[config.mk]
export PLATFORM = sky130hd
export DESIGN_NAME = rv_rf_sb
export DESIGN_NICKNAME = d
export VERILOG_FILES = /design/src/rtl/rv_pkg.sv /design/src/rtl/rv_sb.sv /design/src/rtl/rv_rf_sb.sv
export SDC_FILE = /design/constraint.sdc
export NUM_CORES = 2
export LEC_CHECK = 0
export BUFFER_PORTS_ARGS = -buffer_cell sky130_fd_sc_hd__buf_2
export CELL_PAD_IN_SITES_DETAIL_PLACEMENT = 0
export CELL_PAD_IN_SITES_GLOBAL_PLACEMENT = 1
export CORE_UTILIZATION = 54
export DETAILED_ROUTE_END_ITERATION = 6
export PLACE_DENSITY = 0.81
export SETUP_SLACK_MARGIN = 0.15
export SYNTH_ARGS = -nofsm -noshare
export SYNTH_HDL_FRONTEND = slang
export SYNTH_SLANG_ARGS = --single-unit
[constraint.sdc]
create_clock -name clk_i -period 79.5 [get_ports clk_i]
set_clock_uncertainty 0.1 [all_clocks]
set_input_delay 3.975 -clock clk_i [delete_from_list [all_inputs] [get_ports clk_i]]
set_output_delay 3.975 -clock clk_i [all_outputs]
set_load 0.05 [all_outputs]
[src/rtl/rv_pkg.sv]
// Shared constants for the RV64 integer core: default widths, the zero register
// and ABI register indices.
package rv_pkg;

    localparam int XLEN_DEF = 64;
    localparam int NREG_DEF = 32;
    localparam int REG_ZERO = 0;

    // ABI names for the integer register indices
    localparam int RA  = 1;
    localparam int SP  = 2;
    localparam int GP  = 3;
    localparam int TP  = 4;
    localparam int T0  = 5;
    localparam int T1  = 6;
    localparam int T2  = 7;
    localparam int S0  = 8;
    localparam int S1  = 9;
    localparam int A0  = 10;
    localparam int A1  = 11;
    localparam int A2  = 12;
    localparam int A3  = 13;
    localparam int A4  = 14;
    localparam int A5  = 15;

endpackage

[src/rtl/rv_sb.sv]
// Issue scoreboard: one busy bit per architectural register plus a running count
// of busy registers. Register 0 can never become busy.
module rv_sb
    import rv_pkg::*;
#(
    parameter int  NREG = NREG_DEF,
    localparam int AW   = $clog2(NREG)
) (
    input  logic            clk_i,
    input  logic            rst_i,
    input  logic            flush_i,
    input  logic            iss_en_i,
    input  logic [AW-1:0]   iss_addr_i,
    input  logic            wr_en_i,
    input  logic [AW-1:0]   wr_addr_i,
    output logic [NREG-1:0] busy_o,
    output logic [AW-1:0]   busy_cnt_o
);

    logic [NREG-1:0] busy_q, busy_d;
    logic [AW-1:0]   cnt_q, cnt_d;
    logic            iss_v, wr_v, set_new, clr_new;

    always_comb begin
        iss_v   = iss_en_i && (iss_addr_i != AW'(REG_ZERO));
        wr_v    = wr_en_i && (wr_addr_i != AW'(REG_ZERO));
        set_new = iss_v && !busy_q[iss_addr_i];
        // A writeback to the register being re-issued this cycle leaves it busy.
        clr_new = wr_v && busy_q[wr_addr_i] && !(iss_v && (iss_addr_i == wr_addr_i));
        busy_d  = busy_q;
        cnt_d   = cnt_q;
        if (flush_i) begin
            busy_d = '0;
            cnt_d  = '0;
        end else begin
            if (wr_v) busy_d[wr_addr_i] = 1'b0;
            if (iss_v) busy_d[iss_addr_i] = 1'b1;
            cnt_d = cnt_q + AW'(set_new) - AW'(clr_new);
        end
    end

    always_ff @(posedge clk_i or posedge rst_i) begin
        if (rst_i) begin
            busy_q <= '0;
            cnt_q  <= '0;
        end else begin
            busy_q <= busy_d;
            cnt_q  <= cnt_d;
        end
    end

    assign busy_o     = busy_q;
    assign busy_cnt_o = cnt_q;

endmodule

[src/rtl/rv_rf_sb.sv]
// Integer register file with NRD combinational read ports, one clocked writeback
// port, optional write-to-read bypass and an integrated issue scoreboard.
module rv_rf_sb
    import rv_pkg::*;
#(
    parameter int  XLEN   = XLEN_DEF,
    parameter int  NREG   = NREG_DEF,
    parameter int  NRD    = 2,
    parameter int  BYPASS = 1,
    localparam int AW     = $clog2(NREG)
) (
    input  logic                clk_i,
    input  logic                rst_i,
    input  logic [NRD*AW-1:0]   rd_addr_i,
    output logic [NRD*XLEN-1:0] rd_data_o,
    output logic [NRD-1:0]      rd_busy_o,
    input  logic                wr_en_i,
    input  logic [AW-1:0]       wr_addr_i,
    input  logic [XLEN-1:0]     wr_data_i,
    input  logic                iss_en_i,
    input  logic [AW-1:0]       iss_addr_i,
    input  logic                flush_i,
    output logic [AW-1:0]       busy_cnt_o
);

    // wr_en_i and iss_en_i are valid-only strobes with no ready: every strobe
    // seen at a rising edge is accepted on that edge, nothing is ever back-pressured.

    logic [XLEN-1:0] regs_q [NREG];
    logic [XLEN-1:0] regs_d [NREG];
    logic [NREG-1:0] busy;
    logic            wr_v;

    rv_sb #(.NREG(NREG)) u_sb (
        .clk_i      (clk_i),
        .rst_i      (rst_i),
        .flush_i    (flush_i),
        .iss_en_i   (iss_en_i),
        .iss_addr_i (iss_addr_i),
        .wr_en_i    (wr_en_i),
        .wr_addr_i  (wr_addr_i),
        .busy_o     (busy),
        .busy_cnt_o (busy_cnt_o)
    );

    always_comb begin
        wr_v   = wr_en_i && (wr_addr_i != AW'(REG_ZERO));
        regs_d = regs_q;
        if (wr_v) regs_d[wr_addr_i] = wr_data_i;
    end

    always_ff @(posedge clk_i or posedge rst_i) begin
        if (rst_i) begin
            for (int i = 0; i < NREG; i++) regs_q[i] <= '0;
        end else begin
            regs_q <= regs_d;
        end
    end

    // Reads are forced to zero / not-busy while reset is held, independent of the clock.
    always_comb begin
        logic [AW-1:0] ra;
        logic          hit;
        rd_data_o = '0;
        rd_busy_o = '0;
        for (int k = 0; k < NRD; k++) begin
            ra  = rd_addr_i[k*AW +: AW];
            hit = (BYPASS != 0) && wr_en_i && (wr_addr_i == ra);
            if (!rst_i && (ra != AW'(REG_ZERO))) begin
                rd_data_o[k*XLEN +: XLEN] = hit ? wr_data_i : regs_q[ra];
                rd_busy_o[k]              = busy[ra] && !hit;
            end
        end
    end

endmodule
# --- Word-level counts from Yosys, hierarchy flattened ---
# Index checks and enable logic that the tools add are counted.
# W data, S select, Z words.
totals:
  reg_bits: 2085
  inputBits: 89
  output_inout_bits: 135
  wordCells: 111
op_classes:
  n_addsub: 2
  magnitude_cmp: 10
  n_eq_ne: 3
  muxes: 32
  n_bitwise: 6
  n_reduce_logical: 24
ops:
  columns: ["cell", "n"]
  rows:
  - ["$bwmux W2048", 1]
  - ["$bmux W64 S5", 2]
  - ["$mux W64", 9]
  - ["$demux W64 S5", 1]
  - ["$mux W32", 4]
  - ["$and A32 B32 Y32", 1]
  - ["$not A32 Y32", 1]
  - ["$or A32 B32 Y32", 1]
  - ["$lt A5 B6 Y1 const B", 4]
  - ["$bmux W1 S5", 4]
  - ["$reduce_bool A5 Y1", 4]
  - ["$ge A6 B6 Y1 const B", 3]
  - ["$not A5 Y6", 3]
  - ["$eq A5 B5 Y1", 3]
  - ["$logic_and A1 B1 Y1", 15]
  - ["$demux W1 S5", 2]
  - ["$ge A5 B1 Y1 const B", 2]
  - ["$mux W1", 8]
  - ["$lt A6 B1 Y1 const B", 1]
  - ["$add A5 B1 Y5", 1]
  - ["$logic_not A1 Y1", 5]
  - ["$mux W5", 1]
  - ["$sub A5 B1 Y5", 1]

# --- Depth between registers and ports, before layout ---
logic_depth:
  word_depth: 11
  ltp_mapped: 16
  mapped_depth_nobuf: 15

# --- Modules after synthesis ---
# From an unflattened synthesis, not the netlist that was laid out.
unflattened:
  hier_cells: 7605
  hier_area_um2: 111643.3
modules_own_cells:
  columns: ["mod", "instances", "cells_per_inst", "area_each_um2", "seq_area_each_um2"]
  rows:
  - ["rv_rf_sb", 1, 7310, 109028.3, 51249.2]
  - ["rv_sb", 1, 295, 2615.0, 925.9]

# --- Least setup slack after synthesis ---
# Ideal clock, no wire load.
synth_timing:
  kind: "input-to-output"
  start: "input rst_i"
  end: "output rd_data_o[116]"
  arrival_time_ns: 56.544
  required_ns: 75.425
  path_slack_ns: 18.881
  cell_stages: 3
  path_buffers: 0
  cell_sequence: "inv_1 o41ai_4 a211oi_1"
synth_between:
  elab_chain_len: 3
synth_rtl:
  columns: ["item", "line", "text"]
  rows:
  - ["start, declared", "rv_rf_sb.sv:13", "input logic rst_i,"]
  - ["$logic_not A1 Y1 (no line)", null, null]
  - ["$logic_and A1 B1 Y1", "rv_rf_sb.sv:69", "if (!rst_i && (ra != AW'(REG_ZERO))) begin"]
  - ["$mux W64", "rv_rf_sb.sv:69", null]
  - ["end, declared", "rv_rf_sb.sv:15", "output logic [NRD*XLEN-1:0] rd_data_o,"]
# Every way passes these cells.

# --- Worst setup path after layout ---
layout_timing:
  start: "input rd_addr_i[5]"
  end: "output rd_data_o[98]"
layout_between:
  elab_chain_len: 6
  elab_cells_between_ends: 10
  cone_classes: "eq/ne (1); mux (5); bitwise (1); reduce/logical (3)"
layout_rtl:
  columns: ["item", "line", "text"]
  rows:
  - ["start, declared", "rv_rf_sb.sv:14", "input logic [NRD*AW-1:0] rd_addr_i,"]
  - ["$not A5 Y6 (implied by the code)", "rv_rf_sb.sv:70", "rd_data_o[k*XLEN +: XLEN] = hit ? wr_data_i : regs_q[ra];"]
  - ["$bmux W64 S5", "rv_rf_sb.sv:70", null]
  - ["$mux W64 (implied by the code) (2 in series)", "rv_rf_sb.sv:70", null]
  - ["$mux W64", "rv_rf_sb.sv:70", null]
  - ["$mux W64 (*)", "rv_rf_sb.sv:69", null]
# Every way passes the cells marked *; elsewhere a longest branch is shown, timed or not. The select of a mux whose other input is x is not followed.

==> out/qor.csv <==
stage,metric,value,unit
clock_network,clkTransAtPathRegs,60,ps
sta,drv_slew,0,
sta,fin_tns_setup,0,ps
floorplanning,die_height,459,um
critical_path,worstPathRequired,75420,ps
critical_path,crit_chain,"buf_8, buf_4, buf_12, buf_4, mux2i_1, a221oi_1, o21ai_0, a211oi_1, a211o_1, buf_2",
synth,synth_seq_cells,2085,
sta,period_minus_slack,13220,ps
critical_path,path_max_fanout,117,
sta,fmax,75.7,MHz
clock_network,cts.sinks,2085,
grt,grt_max_degree,191,
sta,finalHoldViolCount,0,
critical_path,crit_path_frequent_cell,buf_4,
synth,yosysSeqAreaShare,46.2,%
floorplanning,fp.dieW,459,um
floorplanning,rows,167,
power_and_ir_drop,switching_share,28.6,%
synth,syn_area,0.113,mm2
synth,avgSynthCellArea,14.3,um2
detailed_routing,drc,0,
detailed_routing,ant_nets,0,
place,hpwl,208000,um
critical_path,start_kind,input pin,
critical_path,crit_family,buffers and inverters,
place,gp_congestion,0.861,
detailed_routing,drt_pre_antenna_iters,5,
grt,grt_pass1_wl,558000,um
power_and_ir_drop,switching_power,0.000878,W
grt,grt_pass1_vias,78100,
critical_path,rrSetupSlack,76190,ps
clock_network,cts-buffers-inserted,218,
sta,tightest_slew,1300,ps
critical_path,slowest_stage,buf_4,
synth,synth_edf_count,0,
cells_and_area,mostFrequentLayoutCells,"dfrtp_1 (2085), mux2_2 (1602), mux4_2 (744), mux2i_1 (660), mux2_1 (385)",
clock_network,postCtsResizedCells,0,
clock_network,hold_buffers,0,
cells_and_area,final_nets,7650,
critical_path,max_stage_delay,950,ps
clock_network,clock_path_buffers,3,
cells_and_area,area_growth,7.87,%
sta,slew_headroom,13.0,%
synth,synthArstFlopShare,100,%
detailed_routing,drtIter0Drc,9676,
cells_and_area,final_common_cell,dfrtp_1,
power_and_ir_drop,p_comb_share,20.1,%
critical_path,critPathLaunch,rd_addr_i[5],
cells_and_area,drive_above_1_share,40.8,%
clock_network,post_cts.repair.setup_buffers,0,
grt,grt_usage,36.3,%
sta,finalSetupViolCount,0,
floorplanning,die_area,0.211,mm2
power_and_ir_drop,clock_power_share,34.0,%
detailed_routing,wirelength,383000,um
critical_path,end_kind,primary output,
power_and_ir_drop,seq_power_share,45.9,%
clock_network,cts_tree,done,
floorplanning,io_pins,224,
detailed_routing,wl_per_cell,36.4,um
hold_path,hold_class,flop to flop,
critical_path,crit_buf_inv,5,
hold_path,holdCritStartpoint,regs_q[2044],
clock_network,htree_levels,4,
clock_network,insertion_delay,880,ps
run,maxCapViolations,0,
critical_path,cp-endpoint,rd_data_o[98],
floorplanning,initial_core_util,54.4,%
synth,syn_inst,7886,
sta,fin_crit_sh,16.6,%
grt,grt.overflow.total,0,
floorplanning,core_area,0.207,mm2
synth,synth.distinct_cells,81,
power_and_ir_drop,internal_power,0.00219,W
critical_path,crit_arrival,9140,ps
power_and_ir_drop,powerDensity,25.2,mW/mm2
power_and_ir_drop,peakVddDrop,0.0000234,V
critical_path,r2r_end,u_sb.busy_cnt_o[4],
clock_network,root_buffer,clkbuf_16,
detailed_routing,viasPerCell,7.34,
power_and_ir_drop,p_leak,54.2,nW
sta,rsz0062_at_grt,false,
synth,ys_warn_count,0,
sta,whs,295,ps
grt,antenna_found_initial,25,
synth,synthFlopType,dfrtp_1,
critical_path,r2r-start,u_sb.busy_o[31],
outcome,status,"finished, final reports clean",
synth,syn_nets,7981,
place,io_buffers,223,
critical_path,cp_num_cells,10,
critical_path,r2r_cells,14,
detailed_routing,dr_total_vias,77200,
critical_path,path_class,input pin to primary output,
==> synth_stat cells, types with 77 or more instances <==
cell      count  area (um2)
a22o_1       77         674
clkbuf_1    493        1850
a21oi_1     182         911
o221ai_1     85         744
dfrtp_1    2085       52200
a22oi_1     214        1610
mux2_2     1602       18000
mux2_1      385        4340
nor3_1       93         465
a221oi_1    121        1060
mux2i_1     660        6610
buf_4        99         743
mux4_2      744       16800
buf_2       250        1250
==> final cells by class <==
class	instances	area, um2
fillers	16100	85700
multi-input cells	4843	56200
flip-flops and latches	2085	52200
clock buffers	331	6470
well taps	2788	3490
repair buffers	391	2600
clock inverters	67	742
inverters	16	77.6
diodes	10	25.0
==> worst min-delay path by stage <==
stage,end,cells past startpoint
after detailed placement,regs_q[1991],0
after CTS,regs_q[2008],0
after global placement,regs_q[2022],0
final,regs_q[2044],0
after global routing,regs_q[1984],0
after floorplan,regs_q[2023],1
==> state kept, by name (all words and copies together), names as in the netlist <==
name	count
u_sb.busy_cnt_o	5
u_sb.busy_o	32
regs_q	2048
==> stage by stage <==
step	setup WS, ps	std cells	util, %	cell area, um2	power (W)
after CTS	66440	10500	58.7	122000	0.00307
after global routing	66130	10500	58.7	122000	0.00318
after global placement	66410	10100	55.2	115000	0.00200
final	66280	10500	58.7	122000	0.00307
after floorplan	16440	7886	-	113000	0.00188
after detailed placement	66450	10100	55.2	115000	0.00203
==> metal layers <==
layer,global-route usage [%],share of wire (%),up-vias,wire [um]
met3,8.75,11,1133,40300
met2,54.9,45,4776,174000
li1,-,-,30000,-
met4,18.6,5.7,16,21800
met1,48.9,38,41300,147000
met5,0,0.026,-,100
==> kinds of logic (layout without fill, tap and decap cells) <==
| kind of cell | count (synthesis) | count (layout) | synth area share (%) |
|---|---|---|---|
| xor gates and xnor gates | 19 | 19 | 0.154 |
| buffers and inverters | 958 | 805 | 4.31 |
| DFF | 2085 | 2085 | 46.2 |
| and+or+nand+nor | 331 | 331 | 1.52 |
| muxes | 3391 | 3391 | 40.5 |
| adders and majority gates | 6 | 6 | 0.0731 |
| AOI/OAI and AO/OA | 1096 | 1096 | 7.22 |
| other | 0 | 10 | 0 |
==> power groups by stage <==
stage               sequential, W  clock, W  combinational (W)
floorplan                 0.00138         0           0.000492
global placement          0.00140         0           0.000596
detailed placement        0.00142         0           0.000612
CTS                       0.00140   0.00105           0.000615
global route              0.00143   0.00109           0.000657
finish                    0.00141   0.00104           0.000618
==> worst register-to-register path, cell delays in order, from the launching register on <==
cell and delay (ps):
dfrtp_1 410, mux4_2 540, a22o_1 260, a221oi_1 200
a31oi_1 190, ha_1 300, inv_1 60, ha_1 160
inv_1 60, fa_1 430, inv_1 70, a21o_1 110
a21oi_1 70, xnor2_1 150, nor2_1 50
No activity file was read; power rests on OpenSTA's default activity.
